### src/rtl/seq_mult_unit.sv
// seq_mult_unit: sequential shift-add multiplier, one multiplier bit per cycle.
// Works on operand magnitudes and applies the product sign once on completion.
// Ends early when the remaining multiplier bits are zero; a zero operand skips RUN.
// valid/ready handshakes on the operand side and on the result side.
module seq_mult_unit #(
    parameter int WIDTH = 16,
    parameter int CNT_W = $clog2(WIDTH + 1)
) (
    input  logic                 clk,
    input  logic                 reset,
    input  logic                 start_valid,
    output logic                 start_ready,
    input  logic [WIDTH-1:0]     multiplicand,
    input  logic [WIDTH-1:0]     multiplier,
    input  logic                 signed_mode,
    output logic                 result_valid,
    input  logic                 result_ready,
    output logic [2*WIDTH-1:0]   product,
    output logic [CNT_W-1:0]     cycles,
    output logic                 busy
);

    localparam int PW = 2 * WIDTH;

    typedef enum logic [1:0] {
        IDLE = 2'd0,
        RUN  = 2'd1,
        DONE = 2'd2
    } state_t;

    state_t state, state_nxt;

    // Magnitude of an operand. The most negative value maps to 2^(WIDTH-1),
    // which still fits in WIDTH unsigned bits.
    function automatic logic [WIDTH-1:0] magnitude(input logic [WIDTH-1:0] v,
                                                   input logic            is_signed);
        logic signed [WIDTH-1:0] sv;
        sv = v;
        if (is_signed && (sv < 0))
            return ~v + 1'b1;
        return v;
    endfunction

    // Restore the product sign. |A|*|B| <= 2^(2*WIDTH-2), so the negation is exact.
    function automatic logic [PW-1:0] apply_sign(input logic [PW-1:0] mag,
                                                 input logic          neg);
        return neg ? (~mag + 1'b1) : mag;
    endfunction

    logic [WIDTH-1:0] mcand_q;
    logic [WIDTH-1:0] mplier_q;
    logic [PW-1:0]    acc_q;
    logic [CNT_W-1:0] cnt_q;
    logic             neg_q;

    logic             accept;
    logic             zero_op;
    logic [PW-1:0]    partial;
    logic [PW-1:0]    acc_step;
    logic [WIDTH-1:0] mplier_step;
    logic [CNT_W-1:0] cnt_step;
    logic             run_last;

    assign accept      = start_valid && start_ready;
    assign zero_op     = (multiplicand == '0) || (multiplier == '0);
    assign partial     = mplier_q[0] ? ({{WIDTH{1'b0}}, mcand_q} << cnt_q) : '0;
    assign acc_step    = acc_q + partial;
    assign mplier_step = mplier_q >> 1;
    assign cnt_step    = cnt_q + 1'b1;
    // Finished once no set multiplier bits remain or every bit position was visited.
    assign run_last    = (mplier_step == '0) || (cnt_step == CNT_W'(WIDTH));

    // State register; reset aborts any operation in flight.
    always_ff @(posedge clk or negedge reset) begin
        if (!reset)
            state <= IDLE;
        else
            state <= state_nxt;
    end

    // Next-state decode; an accept in DONE chains the next operation with no bubble.
    always_comb begin
        state_nxt = state;
        case (state)
            IDLE: begin
                if (accept)
                    state_nxt = zero_op ? DONE : RUN;
            end
            RUN: begin
                if (run_last)
                    state_nxt = DONE;
            end
            DONE: begin
                if (accept)
                    state_nxt = zero_op ? DONE : RUN;
                else if (result_ready)
                    state_nxt = IDLE;
            end
            default: state_nxt = IDLE;
        endcase
    end

    // Handshake and status outputs, decoded from the current state.
    always_comb begin
        start_ready  = 1'b0;
        result_valid = 1'b0;
        busy         = 1'b0;
        case (state)
            IDLE: start_ready = 1'b1;
            RUN:  busy        = 1'b1;
            DONE: begin
                result_valid = 1'b1;
                start_ready  = result_ready;
            end
            default: start_ready = 1'b0;
        endcase
    end

    // Working registers: loaded on accept, stepped once per RUN cycle.
    always_ff @(posedge clk) begin
        if (accept) begin
            mcand_q  <= magnitude(multiplicand, signed_mode);
            mplier_q <= magnitude(multiplier, signed_mode);
            acc_q    <= '0;
            cnt_q    <= '0;
            neg_q    <= signed_mode && (multiplicand[WIDTH-1] ^ multiplier[WIDTH-1]);
        end else if (state == RUN) begin
            acc_q    <= acc_step;
            mplier_q <= mplier_step;
            cnt_q    <= cnt_step;
        end
    end

    // Result registers: written only when an operation completes, held otherwise.
    always_ff @(posedge clk or negedge reset) begin
        if (!reset) begin
            product <= '0;
            cycles  <= '0;
        end else if (accept && zero_op) begin
            product <= '0;
            cycles  <= '0;
        end else if ((state == RUN) && run_last) begin
            product <= apply_sign(acc_step, neg_q);
            cycles  <= cnt_step;
        end
    end

endmodule

### config.mk
export PLATFORM = sky130hd
export DESIGN_NAME = seq_mult_unit
export DESIGN_NICKNAME = d
export VERILOG_FILES = /design/src/rtl/seq_mult_unit.sv
export SDC_FILE = /design/constraint.sdc
export NUM_CORES = 1
export LEC_CHECK = 0
export CAP_MARGIN = 40
export CORE_UTILIZATION = 25
export DETAILED_ROUTE_END_ITERATION = 8
export DONT_BUFFER_PORTS = 1
export HOLD_SLACK_MARGIN = 0.02
export PLACE_DENSITY = 0.38
export SYNTH_ARGS = -nofsm -noshare
export SYNTH_HDL_FRONTEND = slang
export SYNTH_SLANG_ARGS = --single-unit
### constraint.sdc
create_clock -name clk -period 7.7 [get_ports clk]
set_clock_uncertainty 0.05 [all_clocks]
set_input_delay 1.155 -clock clk [delete_from_list [all_inputs] [get_ports clk]]
set_output_delay 1.155 -clock clk [all_outputs]
set_load 0.01 [all_outputs]
==> results.cfg <==
[detailed_routing]
drt-initial-drc-count = 374
post-route-drc-count = 0
finalWirelength_mm = 24.8
drt-wirelength-per-cell_um = 17.4
ant_nets = 0
avgViaCountPerCell = 4.89
vias = 6978
dr.pass1.iters = 4

[yosys]
synth_edf_count = 33
synth_cells = 1013
synthTopCellsByCount = 150 x nand2_1, 99 x o21ai_0, 64 x nor2_1, 50 x a21oi_1, 50 x xnor2_1
avgSynthCellArea_um2 = 8.35
synth.most_common_cell = nand2_1
seq_area_frac_synth_pct = 32.0
synth_flop_cell = dfrtp_1
synth_nets = 1087
yosysWarnings = 0
synth_area_leader_cell = edfxtp_1
ys_ff_latch = 109
synth.area.top_cells = edfxtp_1 12%, dfrtp_1 12%, dfxtp_1 8.8%, nand2_1 6.7%, o21ai_0 5.9%
synthesis.area_mm2 = 0.00846
synth_top_area_share_pct = 11.7
synth_cell_types = 84
ys_async_sr_fraction_pct = 35.8

[place]
hpwl_mm = 18.7
gp_congestion = 0.834
placedCellCount = 1411
placed_cell_area_mm2 = 0.00889
port_buffers = 0

[floorplan]
die_area_mm2 = 0.0346
row_count = 66
die_x_um = 186
start_util_pct = 25.7
core-area_mm2 = 0.0329
io_pins = 77
die_height_um = 186

[clock_network]
cts_setup_buffers = 0
clock-root-buffer = clkbuf_16
cts_tree = done
cts.clk_slew.worst_paths_ns = 0.08
cts_resized = 0
clk_latency_ns = 0.37
cts_buffer_depth = 2
numCtsBuffers = 9
numClockSinks = 109
postCtsHoldBufs = 0
htree_levels = 3

[timing]
setup_viol_count_final = 0
finalHoldViolations = 0
rsz0062_at_grt = no
max_freq_mhz = 174
whs_ns = 0.416
slew_headroom_pct = 55.0
drv_slew = 0
setup_tns_ns = 0
tightestPinTransition_ns = 0.670
finalCritPeriodShare_pct = 74.8
period_needed_ns = 5.76

[setup_path]
crit_path_start_kind = flop
cp.arrival_ns = 5.96
cp_max_fo = 20
critPathCaptureType = flop
crit_type = reg -> reg
crit_required_ns = 7.89

[run]
maxCapViolations = 0

[final_layout]
layout-drive-gt1-share_pct = 8.43
final_cells = 1427
stdcell_area_mm2 = 0.00923
syn_to_final_growth_pct = 9.11
nFillCells = 3531
antenna_cells = 0
fin_nets = 1054

[pwr]
leakagePower_nw = 3.68
peakVddDrop_uv = 152
power_density_mw_per_mm2 = 512

[grt]
grt_overflow_total = 0
antenna_found_initial = 0
grt_start_max_net_pins = 51
grt_pass1_wl_mm = 40.0
grtUsageTotal_pct = 15.0
grt_pass1_vias = 6983

[min_path]
hold_path_class = in -> async

[run_status]
status = finished clean
-- sequential cells by signal (all words and copies together), names as in the netlist --
| name | flops |
|---|---|
| cycles | 5 |
| acc_q | 32 |
| mplier_q | 16 |
| state | 2 |
| mcand_q | 16 |
| neg_q | 1 |
| cnt_q | 5 |
| product | 32 |
-- kinds of logic after synthesis --
| logic type | Yosys count | synth area share, % |
|---|---|---|
| AO/OA/AOI/OAI | 303 | 24.0 |
| XOR/XNOR | 86 | 9.26 |
| adder cells (fa/ha/maj) | 37 | 5.56 |
| buffers and inverters | 79 | 3.86 |
| flip-flops | 109 | 32.0 |
| multiplexers | 34 | 4.33 |
| AND/OR/NAND/NOR | 365 | 21.0 |
-- critical path, stage by stage, from the launching register on --
cell      delay (ns)
dfxtp_1         0.73
clkinv_1        0.59
mux2i_1         0.61
nand2_1         0.09
o21ai_0         0.19
nor2_1          0.14
ha_1            0.42
a21oi_2         0.21
o21ai_1         0.16
or4_1           0.52
or3_1           0.43
and3b_1         0.23
nor4_1          0.42
nand4_1         0.22
o41ai_2         0.35
xor2_1          0.20
o21ai_1         0.07
-- per-layer routing --
metal  global-route usage, %  routed length [µm]  up-vias
met2                    23.6               11000      111
li1                        -                   -     3586
met3                    1.86                 778       12
met4                    3.97                 281        0
met1                    21.3               12700     3269
met5                       0                   0        -
-- final timing paths --
| kind | from | endpoint | slack [ns] | cells past startpoint |
|---|---|---|---|---|
| hold / removal | reset | product[3]$_DFFE_PN0P_ | 0.42 | 0 |
| max in group asynchronous | reset | cycles[4]$_DFFE_PN0P_ | 7.07 | 0 |
| hold reg to reg | acc_q[24]$_SDFFE_PP0P_ | acc_q[24]$_SDFFE_PP0P_ | 0.42 | 2 |
| setup / recovery | cnt_q[2]$_SDFFE_PP0P_ | product[29]$_DFFE_PN0P_ | 1.94 | 16 |
| setup reg to reg | cnt_q[2]$_SDFFE_PP0P_ | product[29]$_DFFE_PN0P_ | 1.94 | 16 |
| min in group clk | acc_q[24]$_SDFFE_PP0P_ | acc_q[24]$_SDFFE_PP0P_ | 0.42 | 2 |
-- placed cells by master (no fill, tap or decap), types with 7 or more instances in the layout --
cell type  Yosys  final
o211ai_1       8      8
o31ai_1        8      8
nand4_1        7      7
nor2b_1       20     20
dfxtp_1       37     37
ha_1          36     36
nand3_1       31     31
mux2i_1       22     22
clkbuf_16      0      9
nand2_1      150    150
or3_1         11     11
nand2b_1       7      7
inv_1         21     21
a22oi_1        9      8
and2_1        18     18
mux2_2        11     11
nor2_1        64     63
a22o_1        10     10
a21oi_1       50     50
o21ai_0       99     99
xor2_1        32     32
and3_1         7      7
xnor2_1       50     50
edfxtp_1      33     33
buf_4          1     10
nor3_1         9      9
nor4_1        12     11
o21ai_1       24     24
dfrtp_1       39     39
o22ai_1        9      9
a21o_1        14     14
-- through the flow --
stage / util, % / worst slack [ns] / power, mW
after floorplan: - / 2.62 / 3.44
after global placement: 26.9 / 1.85 / 4.18
after detailed placement: 27.0 / 1.94 / 4.19
after CTS: 28.0 / 1.94 / 4.77
after global routing: 28.0 / 1.37 / 5.18
final: 28.0 / 1.94 / 4.72
-- power breakdown --
group	switching [mW]	internal, mW
registers	0.230	0.869
clock network	0.250	0.308
logic	1.92	1.14
-- final cells by class --
| class | count | area [µm²] | area share [%] |
|---|---|---|---|
| Multi-Input combinational cell | 825 | 5440 | 58.9 |
| Sequential cell | 109 | 2710 | 29.3 |
| Tap cell | 442 | 553 | 5.99 |
| Clock buffer | 11 | 253 | 2.74 |
| Timing Repair Buffer | 12 | 105 | 1.14 |
| Clock inverter | 5 | 86.3 | 0.935 |
| Inverter | 23 | 86.3 | 0.935 |
Note: power is estimated with default switching activity, not from simulation.
